`src/rtl/engine_filter_cond_control_pkg.sv`:
```
// Shared types for the filter-condition engine control slice.
//   FilterCondConfigurationParameters : filter op, mask, break-on-fail enable
//   EnginePacketData                  : two 16-bit operand fields
//   FilterCondControlState            : sequencer states
//   FilterCondInflight                : {valid, last} record riding alongside the kernel
package engine_filter_cond_control_pkg;

  localparam int FILTER_COND_KERNEL_LATENCY = 2;

  typedef enum logic [1:0] {
    FILTER_NOP = 2'd0,
    FILTER_GT  = 2'd1,
    FILTER_LT  = 2'd2,
    FILTER_EQ  = 2'd3
  } FilterCondOp;

  typedef struct packed {
    FilterCondOp filter_op;
    logic [3:0]  filter_mask;
    logic        break_pass;
  } FilterCondConfigurationParameters;

  typedef struct packed {
    logic [15:0] field_a;
    logic [15:0] field_b;
  } EnginePacketData;

  typedef enum logic [2:0] {
    IDLE   = 3'd0,
    CONFIG = 3'd1,
    RUN    = 3'd2,
    DRAIN  = 3'd3,
    DONE   = 3'd4
  } FilterCondControlState;

  typedef struct packed {
    logic valid;
    logic last;
  } FilterCondInflight;

endpackage

```
`src/rtl/engine_filter_cond_fifo.sv`:
```
// Synchronous FIFO of EnginePacketData plus a last bit.
//   clk_i/rst_ni   : clock, synchronous active-low reset
//   push_i/..._i   : write entry (caller guarantees not full)
//   mark_last_i    : set the last bit of the newest entry still held
//   pop_i          : consume head (caller gates with valid_o)
//   valid_o/data_o/last_o : head; data/last read as 0 when empty
//   count_o        : occupancy
module engine_filter_cond_fifo
  import engine_filter_cond_control_pkg::*;
#(
  parameter int DEPTH = 16,
  localparam int AW = $clog2(DEPTH)
) (
  input  logic            clk_i,
  input  logic            rst_ni,
  input  logic            push_i,
  input  EnginePacketData push_data_i,
  input  logic            push_last_i,
  input  logic            mark_last_i,
  input  logic            pop_i,
  output logic            valid_o,
  output EnginePacketData data_o,
  output logic            last_o,
  output logic [AW:0]     count_o
);

  EnginePacketData  mem_q [DEPTH];
  logic [DEPTH-1:0] last_q;
  logic [AW-1:0]    wr_q, rd_q;
  logic [AW:0]      cnt_q;

  assign valid_o = (cnt_q != '0);
  assign data_o  = valid_o ? mem_q[rd_q] : '0;
  assign last_o  = valid_o & last_q[rd_q];
  assign count_o = cnt_q;

  always_ff @(posedge clk_i) begin
    if (push_i) mem_q[wr_q] <= push_data_i;
  end

  always_ff @(posedge clk_i) begin
    if (!rst_ni) begin
      wr_q   <= '0;
      rd_q   <= '0;
      cnt_q  <= '0;
      last_q <= '0;
    end else begin
      if (push_i) begin
        last_q[wr_q] <= push_last_i;
        wr_q         <= wr_q + AW'(1);
      end
      // The newest entry leaves this cycle if it is the only one and is popped.
      if (mark_last_i && (cnt_q != '0) && !(pop_i && (cnt_q == (AW+1)'(1))))
        last_q[wr_q - AW'(1)] <= 1'b1;
      if (pop_i) rd_q <= rd_q + AW'(1);
      unique case ({push_i, pop_i})
        2'b10:   cnt_q <= cnt_q + (AW+1)'(1);
        2'b01:   cnt_q <= cnt_q - (AW+1)'(1);
        default: cnt_q <= cnt_q;
      endcase
    end
  end

endmodule

```
`src/rtl/engine_filter_cond_control.sv`:
```
// Sequencer / flow controller around the 2-cycle filter kernel.
// Latches config on start, clears the kernel, issues packets under credit,
// tracks in-flight packets, keeps flag=1 results in an output FIFO, and
// handles end-of-stream, break-on-fail and done signalling.
// Ports: ap_clk/ap_rst_n (sync active-low); start_in/config_in; in_* input
// stream; out_* output stream; kernel_* kernel interface; busy/done/break
// status; passed/dropped counters.
// Build option: FILTER_COND_CONTROL_STATS_EN builds live counters; otherwise
// the counter outputs are tied to 0.
module engine_filter_cond_control
  import engine_filter_cond_control_pkg::*;
#(
  parameter int FIFO_DEPTH     = 16,
  parameter int KERNEL_LATENCY = FILTER_COND_KERNEL_LATENCY,
  parameter int COUNT_WIDTH    = 32
) (
  input  logic                             ap_clk,
  input  logic                             ap_rst_n,
  input  logic                             start_in,
  input  FilterCondConfigurationParameters config_in,
  input  logic                             in_valid,
  input  EnginePacketData                  in_data,
  input  logic                             in_last,
  output logic                             in_ready,
  output logic                             out_valid,
  output EnginePacketData                  out_data,
  output logic                             out_last,
  input  logic                             out_ready,
  output logic                             kernel_clear_out,
  output logic                             kernel_config_valid_out,
  output FilterCondConfigurationParameters kernel_config_out,
  output logic                             kernel_data_valid_out,
  output EnginePacketData                  kernel_data_out,
  input  logic                             kernel_result_flag_in,
  input  EnginePacketData                  kernel_result_data_in,
  output logic                             busy_out,
  output logic                             done_out,
  output logic                             break_out,
  output logic [COUNT_WIDTH-1:0]           passed_count_out,
  output logic [COUNT_WIDTH-1:0]           dropped_count_out
);

  localparam int CW = $clog2(FIFO_DEPTH) + 1;
  localparam int SW = $clog2(FIFO_DEPTH + KERNEL_LATENCY + 1) + 1;

  FilterCondControlState                state_q;
  FilterCondConfigurationParameters     cfg_q;
  FilterCondInflight [KERNEL_LATENCY-1:0] pipe_q;
  FilterCondInflight                    ret;
  logic          brk_q, clr_q, done_q, busy_q, cfgv_q;
  logic [CW-1:0] fifo_cnt;
  logic          fifo_valid, xfer, keep, brk_hit, mark_last, pop, pipe_empty;
  logic [SW-1:0] occ;

  // Credit: every in-flight packet may still need a FIFO slot.
  always_comb begin
    occ        = SW'(fifo_cnt);
    pipe_empty = 1'b1;
    for (int i = 0; i < KERNEL_LATENCY; i++) begin
      occ = occ + SW'(pipe_q[i].valid);
      if (pipe_q[i].valid) pipe_empty = 1'b0;
    end
  end

  assign ret      = pipe_q[KERNEL_LATENCY-1];
  assign in_ready = (state_q == RUN) && (occ < SW'(FIFO_DEPTH));
  assign xfer     = in_valid && in_ready;

  assign kernel_data_valid_out   = xfer;
  assign kernel_data_out         = xfer ? in_data : '0;
  assign kernel_clear_out        = clr_q;
  assign kernel_config_valid_out = cfgv_q;
  assign kernel_config_out       = cfg_q;
  assign busy_out                = busy_q;
  assign done_out                = done_q;
  assign break_out               = brk_q;

  // After a break every remaining retire is dropped regardless of its flag.
  assign keep      = ret.valid && kernel_result_flag_in && !brk_q;
  assign brk_hit   = ret.valid && !kernel_result_flag_in && cfg_q.break_pass && !brk_q;
  // Stream ends without pushing a last entry: tag the newest buffered one.
  assign mark_last = ret.valid && !keep && (ret.last || brk_hit);
  assign pop       = fifo_valid && out_ready;
  assign out_valid = fifo_valid;

  engine_filter_cond_fifo #(.DEPTH(FIFO_DEPTH)) u_fifo (
    .clk_i       (ap_clk),
    .rst_ni      (ap_rst_n),
    .push_i      (keep),
    .push_data_i (kernel_result_data_in),
    .push_last_i (ret.last),
    .mark_last_i (mark_last),
    .pop_i       (pop),
    .valid_o     (fifo_valid),
    .data_o      (out_data),
    .last_o      (out_last),
    .count_o     (fifo_cnt)
  );

  always_ff @(posedge ap_clk) begin
    if (!ap_rst_n) begin
      pipe_q <= '0;
    end else begin
      pipe_q[0] <= '{valid: xfer, last: xfer && in_last};
      for (int i = 1; i < KERNEL_LATENCY; i++) pipe_q[i] <= pipe_q[i-1];
    end
  end

  always_ff @(posedge ap_clk) begin
    if (!ap_rst_n) begin
      state_q <= IDLE;
      cfg_q   <= '0;
      brk_q   <= 1'b0;
      clr_q   <= 1'b0;
      done_q  <= 1'b0;
      busy_q  <= 1'b0;
      cfgv_q  <= 1'b0;
    end else begin
      clr_q  <= 1'b0;
      done_q <= 1'b0;
      if (brk_hit) brk_q <= 1'b1;
      unique case (state_q)
        IDLE: if (start_in) begin
          cfg_q   <= config_in;
          brk_q   <= 1'b0;
          clr_q   <= 1'b1;
          busy_q  <= 1'b1;
          cfgv_q  <= 1'b1;
          state_q <= CONFIG;
        end
        CONFIG: state_q <= RUN;
        RUN: if (brk_hit || (xfer && in_last)) state_q <= DRAIN;
        DRAIN: if (pipe_empty && !fifo_valid) begin
          state_q <= DONE;
          done_q  <= 1'b1;
          cfgv_q  <= 1'b0;
        end
        DONE: begin
          state_q <= IDLE;
          busy_q  <= 1'b0;
        end
        default: state_q <= IDLE;
      endcase
    end
  end

`ifdef FILTER_COND_CONTROL_STATS_EN
  logic [COUNT_WIDTH-1:0] passed_q, dropped_q;
  logic                   drop;
  assign drop = ret.valid && !keep;

  always_ff @(posedge ap_clk) begin
    if (!ap_rst_n) begin
      passed_q  <= '0;
      dropped_q <= '0;
    end else if (state_q == IDLE && start_in) begin
      passed_q  <= '0;
      dropped_q <= '0;
    end else begin
      if (keep && passed_q != '1)  passed_q  <= passed_q + COUNT_WIDTH'(1);
      if (drop && dropped_q != '1) dropped_q <= dropped_q + COUNT_WIDTH'(1);
    end
  end
  assign passed_count_out  = passed_q;
  assign dropped_count_out = dropped_q;
`else
  assign passed_count_out  = '0;
  assign dropped_count_out = '0;
`endif

endmodule

```
`config.mk`:
```
export PLATFORM = sky130hd
export DESIGN_NAME = engine_filter_cond_control
export DESIGN_NICKNAME = d
export VERILOG_FILES = /design/src/rtl/engine_filter_cond_control_pkg.sv /design/src/rtl/engine_filter_cond_fifo.sv /design/src/rtl/engine_filter_cond_control.sv
export SDC_FILE = /design/constraint.sdc
export NUM_CORES = 1
export LEC_CHECK = 0
export BUFFER_PORTS_ARGS = -buffer_cell sky130_fd_sc_hd__buf_2
export CAP_MARGIN = 20
export CORE_ASPECT_RATIO = 2
export CORE_MARGIN = 5
export CORE_UTILIZATION = 59
export DETAILED_ROUTE_END_ITERATION = 16
export PLACE_DENSITY_LB_ADDON = 0.08
export SYNTH_ARGS = -nofsm -noshare
export SYNTH_HDL_FRONTEND = slang
export SYNTH_SLANG_ARGS = --single-unit
```
`constraint.sdc`:
```
create_clock -name ap_clk -period 5.4 [get_ports ap_clk]
set_input_delay 0 -clock ap_clk [delete_from_list [all_inputs] [get_ports ap_clk]]
set_output_delay 0 -clock ap_clk [all_outputs]
set_load 0.02 [all_outputs]
```
---- Yosys cells after proc, flatten, opt, wreduce, memory -nomap -nowiden ----
Memories as Yosys holds them, arrays and structs flattened. A register that Yosys moved wholly into a read port is not among the register bits.
Cells that the tools add are included.
storage, ports and cells
  register bits ........................... 48
  bits of input ports ..................... 78
  bits in writable memories ............... 512
  output and inout bits ................... 144
  latch bits .............................. 0
  memories kept ........................... 1
  word-level logic and storage cells ...... 110
  bits in read-only memories .............. 0
memories
  name          depth  bits a word  read ports  clocked after Yosys merged registers in  wr ports  line                           text
  u_fifo.mem_q  16     32           1           1                                        1         engine_filter_cond_fifo.sv:27  EnginePacketData mem_q [DEPTH];
operators by class
  div/mod/pow operators ................... 0
  reduce and logical (&&, ||, !) cells .... 35
  bitwise operators ....................... 2
  order comparisons ....................... 6
  shifts and indexed selects .............. 0
  equality and inequality tests ........... 10
  add/sub/neg operators ................... 7
  multiply operators ...................... 0
  multiplexer cells ....................... 32
operators with widths
  cell                   count
  $mux W32               2
  $mux W16               3
  $logic_and A1 B1 Y1    17
  $bwmux W16             1
  $or A16 B16 Y16        1
  $lt A4 B5 Y1 const B   3
  $mux W1                14
  $pmux W3 S4            1
  $pmux W5 S2            1
  $mux W3                3
  $add A4 B1 Y4 const B  2
  $demux W1 S4           2
  $ge A4 B1 Y1 const B   2
  $mux W4                2
  $reduce_and A2 Y1      4
  $add A5 B1 Y6          1
  $add A6 B1 Y6          1
  $eq A3 B2 Y1 const B   2
  $lt A6 B5 Y1 const B   1
  $reduce_and A3 Y1      2
  $reduce_bool A2 Y1     3
  $add A5 B1 Y5 const B  1
  $eq A5 B1 Y1 const B   1
  $logic_not A1 Y1       5
  other kinds (14)       17

---- Logic depth before layout (Yosys ltp) ----
Gate-level depths: netlist of run 1.
  word-level depth ........................ 9
  mapped depth ............................ 11
  gate-level depth less buffers ........... 11

---- Hierarchy ----
A second synthesis of run 1 with hierarchy kept.
unflattened totals
  cells, all modules ...................... 1194
  area total of the unflattened synthesis .. 22639.2 um^2
by module, submodules not included
  module                      seq. area each (um^2)  instances  area an instance (um^2)  cells an instance
  engine_filter_cond_fifo     16035.4                1          21121.5                  1014
  engine_filter_cond_control  380.4                  1          1517.7                   180

---- Least setup slack after synthesis of run 1 ----
OpenSTA, ideal clock, no wires.
  path kind ............................... reg-to-reg
  start point ............................. reg u_fifo.wr_q[2]
  end point ............................... reg u_fifo.last_q[5]
  data required time ...................... 5.266 ns
  path buffers ............................ 1
  arrival ................................. 3.683 ns
  stages on the path, launching flop included .. 6
  library setup time ...................... 0.134 ns
  path slack .............................. 1.583 ns
  clock period less this slack ............ 3.817 ns
  cells stage by stage .................... dfxtp_1 -> buf_2 -> nand4b_1 -> nor3b_1 -> mux2i_1 -> o22ai_1
between the ends
  longest elaborated chain between the ends .. 9
  elaborated cells between the ends (all ways) .. 16
  those cells by class .................... add/sub (1); order compare (4); mux (8); bitwise (1); reduce/logical (2)
RTL lines
  element                                                               line                           text
  from (decl)                                                           engine_filter_cond_fifo.sv:29  logic [AW-1:0] wr_q, rd_q;
  from (signal assigned)                                                engine_filter_cond_fifo.sv:50  wr_q <= wr_q + AW'(1);
  parallel branches: the longest is 8 deep, another holds $lt A4 B5 Y1  n/a
  $mux W16 (*)                                                          engine_filter_cond_fifo.sv:53  if (mark_last_i && (cnt_q != '0) && !(pop_i && (cnt_q == (AW+1)'(1))))
  to (signal, indexed assignment)                                       engine_filter_cond_fifo.sv:49  last_q[wr_q] <= push_last_i;
  to (decl)                                                             engine_filter_cond_fifo.sv:28  logic [DEPTH-1:0] last_q;
Mark *: on every way between the ends. The select of a mux whose other input is x is not followed.
A chain may end at the register's enable or synchronous reset.

==> results of run 1 <==
-- worst paths after layout --
path	start	to	slack [ns]	cells after the start
max reg2reg	u_fifo.count_o[0]$_SDFFE_PN0P_	pipe_q[0]$_SDFF_PN0_	2.41	6
min reg2reg	pipe_q[0]$_SDFF_PN0_	pipe_q[2]$_SDFF_PN0_	0.44	1
max	register	out_data[22]	2.20	5
min	config_in[3]	kernel_config_out[3]$_SDFFE_PN0P_	0.24	4
-- layout make-up --
class | instances | area share (%)
flip-flops and latches | 564 | 63.9
multi-input cells | 563 | 21.9
repair buffers | 232 | 5.84
clock buffers | 57 | 4.76
well taps | 463 | 2.26
clock inverters | 25 | 1.13
inverters | 12 | 0.175
-- state kept, by name (all words and copies together), names as in the netlist, named ones only --
register / flops
pipe_q: 4
u_fifo.count_o: 5
u_fifo.mem_q: 512
kernel_config_valid_out: 1
u_fifo.last_q: 16
done_out: 1
u_fifo.rd_q: 4
kernel_clear_out: 1
u_fifo.wr_q: 4
break_out: 1
state_q: 3
busy_out: 1
kernel_config_out: 7
-- per-layer routing --
layer,track usage [%],wire length (microns),vias to the layer above
met1,28.3,17800,6171
met4,6.80,1320,0
met5,0,0,-
met3,2.95,2390,75
met2,45.7,28500,363
li1,-,-,5139
-- through the flow --
stage	util, %	instance area (sq um)	hold slack [ns]	total power, mW
floorplan	-	22800	0.0989	6.55
global placement	62.4	23700	0.241	7.16
detailed placement	62.4	23700	0.246	7.17
CTS	67.8	25700	0.212	10.6
global route	67.8	25700	0.238	10.9
finish	67.8	25700	0.244	10.4
-- cells in the final DEF, fill, tap and decap left out, types with 4 or more instances in the layout --
master,n
nor2_1,19
clkinv_2,8
dlygate4sd3_1,50
dfxtp_1,50
a22oi_1,35
buf_4,23
mux4_2,130
and3_1,4
clkbuf_1,8
and3_2,6
and2_1,39
clkbuf_16,46
ha_1,13
nand3_1,109
bufinv_16,6
xor2_1,7
edfxtp_1,512
buf_2,157
mux2i_1,17
o22ai_1,11
conb_1,64
inv_2,4
clkinv_1,7
inv_1,7
nor2b_1,4
a21oi_1,15
nand2_1,29
-- worst max-delay path: stages, from the launching register on --
cell and delay, ns:
dfxtp_4 0.95, buf_4 0.59, mux4_2 0.42, a22oi_1 0.29, nand3_1 0.13, buf_2 0.18
-- report_power, final --
part           switching [mW]  internal, mW
sequential              0.121          4.78
combinational            1.25         0.908
clock                    1.47          1.90
-- logic make-up (layout without fill, tap and decap cells) --
family          Yosys count  count (layout)  synth area share, %
flops                   564             564                 72.8
compound gates           82              82                 2.66
simple gates            245             245                 5.91
xor+xnor                  9               9                0.350
mux                     150             150                 13.9
fa+ha+maj                13              13                0.721
buf+inv                 141             326                 3.66
other cells               1              64               0.0166
==> impl_summary.txt, run 1 <==
----------------------------------------------------
[Run status]
  Outcome ... finished clean

[Worst setup path]
  Worst setup path class ... reg2out
  Startpoint class of the critical path ... register
  Max Fanout on Critical Path ... 58
  Type of element capturing the critical path ... output port
  Worst Path Arrival ... roughly 3.2 ns
  Data required, critical path ... 5.40 ns

[Floorplan]
  Width of the die ... 148 microns
  Y dimension of the die ... 286 microns
  Area of the die ... 42500 sq um
  Number of top-level design ports ... 222
  Core Region ... roughly 38000 sq um
  Cell row count ... 101
  Starting density of the core ... 59.5%

[Yosys]
  Mapped Cells ... 1205
  Post-synthesis average cell area ... ~19 sq um
  Yosys cell types ... 56
  Register bit count reported by yosys ... 564
  Share of the synthesized area in the top cell type ... 68.2%
  Post-synthesis cell area ... 22600 sq um
  Post-synth top cells ... edfxtp_1, mux4_2, nand3_1
  Count of flip-flops with a built-in enable after synthesis ... 512
  Largest area contributor in the netlist ... edfxtp_1
  Most frequent cell after synthesis ... edfxtp_1
  Asr flop ratio synth ... 0%
  Sequential-to-total area share from yosys stat ... 72.8%
  Total of warnings raised by yosys ... 0
  Biggest area contributors in the synthesized netlist ... edfxtp_1, mux4_2, dfxtp_1
  Predominant post-synthesis flop cell ... edfxtp_1

[Clocking]
  Clock transition at path regs ... 0.07 ns
  # H-tree levels ... 2
  Insertion delay to the later sink of the worst-skew pair ... 0.56 ns
  Post CTS Setup Buffer Count ... 0
  Num Clock Sinks ... ~560
  Clock tree from TritonCTS ... yes
  CTS max path bufs ... 3
  Count of cells resized by post-cts repair ... 0
  CTS Hold Bufs ... 50
  Clock buffers created by TritonCTS ... 45
  Buffer type at the clock tree root ... clkbuf_16

[Placement]
  Post-DP HPWL ... ~29000 microns
  # placed instances ... approximately 1.8k
  Pre-CTS setup slack ... 2.62 ns
  Routability Congestion ... 0.816
  Input/output buffers ... 157

[Cells and area]
  Number of antenna repair diodes ... 0
  Total area of multi-input combinational cells ... 5630 sq um
  Area of all sequential standard cells ... around 16000 sq um
  Final Instance Count excl. Fillers ... 1916
  Share of cells above drive strength 1 ... 28.7%
  Layout overhead on the synthesized area ... 13.9%
  Nets@finish ... approximately 1.5k
  Filler cells ... 2505

[STA]
  Worst Clk Skew ... approximately 0.025 ns
  Number of max-slew violations in the final report ... 0
  Highest achievable clock rate ... 313 MHz
  Least setup slack across all paths after layout ... approximately 2.2 ns
  Slew @ Worst Pin ... approximately 1.1 ns
  Number of endpoints with negative hold slack in the final report ... 0
  Setup repair after global routing missed its margin ... false
  Endpoints failing setup ... 0
  Total negative slack for setup checks ... 0 ns
  Slew HR ... 27.1%
  Final period util ... 59.2%
  Clock period minus final worst setup slack ... 3.20 ns

[Routing]
  First-iteration detailed-routing DRC count ... 874
  Via Count ... 11.7k
  DRC violations left ... 0
  Average detailed-routed wire length per instance ... 26.1 microns
  Total length of routed wires ... 50000 microns
  Detailed-routing iteration count for the pre-antenna-repair pass ... 5
  Vias per Instance ... 6.13
  Number of nets with antenna violations after detailed routing ... 0

[Pwr]
  VDD IR max ... just over 0.0006 V
  Pleak ... between 8 and 9 nW
  Power density over the cells ... 406 nW/um^2

[Worst hold path]
  Worst hold path type ... in2reg

[Global routing]
  Maximum number of pins on one net before global-route repair ... 70
  Number of antenna violations at the first check in global routing ... 0
  Overall global routing resource usage ... between 20% and 30%
  Vias in the first global route ... 12.5k
  Grt ovf ... 0
  Global-route wire length before repair ... 76100 microns

[Job]
  Max-cap viol count ... 0

----------------------------------------------------
Power figures use the tool's default switching activity.
==> run 2, diff against run 1 <==
--- a/config.mk
+++ b/config.mk
@@ -5,11 +5,12 @@
 export SDC_FILE = /design/constraint.sdc
 export NUM_CORES = 1
 export LEC_CHECK = 0
+export ABC_AREA = 1
 export BUFFER_PORTS_ARGS = -buffer_cell sky130_fd_sc_hd__buf_2
 export CAP_MARGIN = 20
 export CORE_ASPECT_RATIO = 2
 export CORE_MARGIN = 5
-export CORE_UTILIZATION = 59
+export CORE_UTILIZATION = 54
 export DETAILED_ROUTE_END_ITERATION = 16
 export PLACE_DENSITY_LB_ADDON = 0.08
 export SYNTH_ARGS = -nofsm -noshare
==> constraint.sdc (replaced) <==
create_clock -name ap_clk -period 2.9 [get_ports ap_clk]
set_input_delay 0 -clock ap_clk [delete_from_list [all_inputs] [get_ports ap_clk]]
set_output_delay 0 -clock ap_clk [all_outputs]
set_load 0.02 [all_outputs]
==> run 2 against run 1 <==
  * Sequential share of layout area decreased by 3.5 points
  * Setup slack worse by 2.0 ns
  * Final area up 5.7%
  * Clock power increased by 97%
  * Critical endpoint is now out_data[23]
  * Largest power group unchanged
  * Highest routed layer unchanged
  * Critical path type unchanged
  * Clock-buffer cell count rose by 1
  * Cell count grew 53%
==> impl_summary.txt, run 2 <==
----------------------------------------------------
[Cells and area]
  Share of cells above drive strength 1 ... 13.1% (-16 points)
  Most flops, register ... u_fifo.mem_q
  Flip-flop count of the largest register, all copies and words added ... 512 (unchanged)
  Layout Cell Area excl Fill ... 27200 sq um (+5.7%)
  Final Instance Count excl. Fillers ... 2924 (+53%)
  Most common cell after layout, fill and taps aside ... nand2_1
  Nets@finish ... 2425 (+61%)
  Layout overhead on the synthesized area ... 14.4%
  Filler cells ... 3512 (+40%)
  Most frequent cells in the layout ... nand2_1, edfxtp_1, nand3_1, buf_2, a21oi_1

[Global routing]
  Maximum number of pins on one net before global-route repair ... 129 (+84%)
  Vias in the first global route ... 16.4k (+31%)
  Grt ovf ... 0 (unchanged)
  Overall global routing resource usage ... 25.3% (+1.3 points)
  Number of antenna violations at the first check in global routing ... 1 (+1)
  Global-route wire length before repair ... 94100 microns (+24%)

[STA]
  Worst Clk Skew ... 0.0101 ns (-0.0153 ns)
  Final period util ... 94.2%
  Slew @ Worst Pin ... 0.993 ns (-0.0998 ns)
  Highest achievable clock rate ... 366 MHz
  Clock period minus final worst setup slack ... 2.73 ns
  Least setup slack across all paths after layout ... 0.169 ns (-2.03 ns)
  Setup repair after global routing missed its margin ... false
  Total negative slack for setup checks ... 0 ns (unchanged)
  Number of max-slew violations in the final report ... 0 (unchanged)
  Endpoints failing setup ... 0 (unchanged)
  Number of endpoints with negative hold slack in the final report ... 0 (unchanged)
  Slew HR ... 33.7% (+6.7 points)

[Clocking]
  CTS max path bufs ... 3 (unchanged)
  Buffer type at the clock tree root ... clkbuf_16
  Clock tree from TritonCTS ... yes
  # H-tree levels ... 2 (unchanged)
  Clock buffers created by TritonCTS ... 48 (+6.7%)
  Num Clock Sinks ... 564 (unchanged)
  Clock transition at path regs ... 0.06 ns (about the same)
  Insertion delay to the later sink of the worst-skew pair ... 0.57 ns (about the same)

[Yosys]
  Post-synth top cells ... nand2_1, edfxtp_1, nand3_1
  Register bit count reported by yosys ... 564 (unchanged)
  Share of the synthesized area in the top cell type ... 64.8% (-3.4 points)
  Xor and xnor fraction of the mapped netlist area ... 0.111% (-0.24 points)
  Post-synthesis cell area ... 23700 sq um (+5.2%)
  Yosys cell types ... 30 (-46%)
  Sequential-to-total area share from yosys stat ... 69.2% (-3.6 points)
  Mapped Cells ... 2146 (+78%)
  Post-synthesis average cell area ... 11.1 sq um (-41%)
  Most frequent cell after synthesis ... nand2_1
  Adder-cell area share of the yosys netlist ... 0.685% (-0.036 points)
  Asr flop ratio synth ... 0% (unchanged)
  Predominant post-synthesis flop cell ... edfxtp_1
  Area fraction in and, or, nand and nor cells after synthesis ... 19.9% (+14 points)
  Mux cell area share after synthesis ... 0% (-14 points)
  Largest area contributor in the netlist ... edfxtp_1
  Compound-cell area share of the yosys netlist ... 4.12% (+1.5 points)
  Count of flip-flops with a built-in enable after synthesis ... 512 (unchanged)
  Total of warnings raised by yosys ... 0 (unchanged)
  Dominant combinational cell family by area after synthesis ... simple AND/OR/NAND/NOR gates
  Biggest area contributors in the synthesized netlist ... edfxtp_1, nand2_1, nand3_1

[Pwr]
  Total power after layout ... 20.7 mW (+99%)
  Pleak ... 10.4 nW (+21%)
  Power density over the cells ... 764 nW/um^2 (+88%)
  VDD IR max ... 0.000663 V (+6.5%)

[Floorplan]
  Area of the die ... 48500 sq um (+14%)
  Number of top-level design ports ... 222 (unchanged)
  Cell row count ... 108 (+6.9%)
  Starting density of the core ... 54.5% (-4.9 points)
  Width of the die ... 158 microns (+6.7%)
  Core Region ... 43500 sq um (+15%)
  Y dimension of the die ... 306 microns (+7.0%)

[Routing]
  Average detailed-routed wire length per instance ... 21.1 microns (-19%)
  Number of nets with antenna violations after detailed routing ... 0 (unchanged)
  Via Count ... 16.3k (+39%)
  DRC violations left ... 0 (unchanged)
  Vias per Instance ... 5.58 (-9.0%)
  Detailed-routing iteration count for the pre-antenna-repair pass ... 5 (unchanged)
  First-iteration detailed-routing DRC count ... 1275 (+46%)
  Total length of routed wires ... 61600 microns (+23%)

[Placement]
  Routability Congestion ... 0.846 (+3.7%)
  DP Area ... 25000 sq um (+5.6%)
  # placed instances ... 2779 (+56%)
  Post-DP HPWL ... 36000 microns (+24%)
  Input/output buffers ... 157 (unchanged)
  Pre-CTS setup slack ... 0.452 ns (-2.17 ns)

[Worst setup path]
  Startpoint class of the critical path ... register
  Max Fanout on Critical Path ... 68 (+17%)
  CP dominant cell by count ... nand3_1
  Type of element capturing the critical path ... output port
  Data required, critical path ... 2.90 ns (-2.50 ns)
  Buffers plus inverters on the worst setup path ... 2 (unchanged)
  Crit-path cells ... buf_4, nand2_1, nand3_1, nand3_1, a21oi_1, o21a_1, buf_2
  Slowest Stage Delay on Critical Path ... 0.63 ns (-0.32 ns)
  Master of the slowest instance on the critical path ... buf_4
  Worst setup path class ... reg2out
  Worst Path Arrival ... 2.73 ns (-0.47 ns)
  Dominant delay contributor by cell family on the critical path ... buffers and inverters

[Run status]
  Outcome ... finished clean

[Job]
  Max-cap viol count ... 0 (unchanged)

[Worst hold path]
  Worst hold path type ... in2out

----------------------------------------------------
==> run 2: cell count changes in the layout (fill, tap and decap cells not counted), sizes merged, moves of 40 or more <==
cell / delta
a21oi: +90
inv: +91
nor2: +53
nand3: +311
and2: -40
mux4: -130
nand2: +566
==> run 2: area by class of cell <==
type | instances | area (sq um) | share of cell area (%)
clock inverters | 31 | 347 | 1.28
clock buffers | 58 | 1260 | 4.64
well taps | 550 | 688 | 2.53
flip-flops and latches | 564 | 16400 | 60.5
diodes | 1 | 2.50 | 0.00921
repair buffers | 260 | 1900 | 6.98
multi-input cells | 1360 | 6150 | 22.7
inverters | 100 | 385 | 1.42
==> run 2: timing repair <==
item	CTS	global route
setup endpoints to repair	0	5
gates resized for setup	0	1
endpoints found under the hold margin	544	0
hold buffers	55	0
setup buffers	0	0
==> run 2: cells by family after synthesis <==
logic type,count (synthesis)
fa+ha+maj,13
simple gates,1102
compound gates,178
xor+xnor,3
flops,564
buf+inv,285
other cells,1
==> run 2: worst reg2reg max path, stage by stage, from the launching register on <==
cell	delay [ns]
dfxtp_1	0.43
ha_1	0.27
nand2_1	0.06
nand2_1	0.04
nand2_1	0.13
nand4_1	0.10
dlygate4sd3_1	0.58
nand2_1	0.11
nand3_1	0.08
nand2_1	0.07
nor2_1	0.04
dlygate4sd3_1	0.55
==> run 2: layer usage <==
layer,up-vias,wire length (microns),global-route usage (%)
li1,7668,-,-
met5,-,0,0
met1,7923,22500,30.3
met3,146,3520,2.55
met4,0,2430,10.1
met2,582,33100,46.0
==> run 2: path summary, 6_finish.rpt <==
kind	cells after the start	start	slack, ns	endpoint
setup reg to reg	11	pipe_q[3]$_SDFF_PN0_	0.34	state_q[1]$_SDFFE_PN0P_
hold reg to reg	2	pipe_q[0]$_SDFF_PN0_	0.42	pipe_q[2]$_SDFF_PN0_
hold / removal	4	in_data[2]	0.31	kernel_data_out[2]
setup / recovery	7	register	0.17	out_data[23]
==> run 2: stage by stage <==
stage / util (%) / hold slack, ns
floorplan: - / 0.0989
global placement: 57.4 / 0.187
detailed placement: 57.4 / 0.197
CTS: 62.4 / 0.296
global route: 62.4 / 0.326
finish: 62.4 / 0.313
==> run 2: report_power, final <==
part / leakage (nW) / switching [mW] / internal [mW] / total [mW]
combinational: 4.60 / 3.48 / 1.56 / 5.03
sequential: 5.02 / 0.128 / 8.96 / 9.08
clock: 0.769 / 2.88 / 3.74 / 6.63
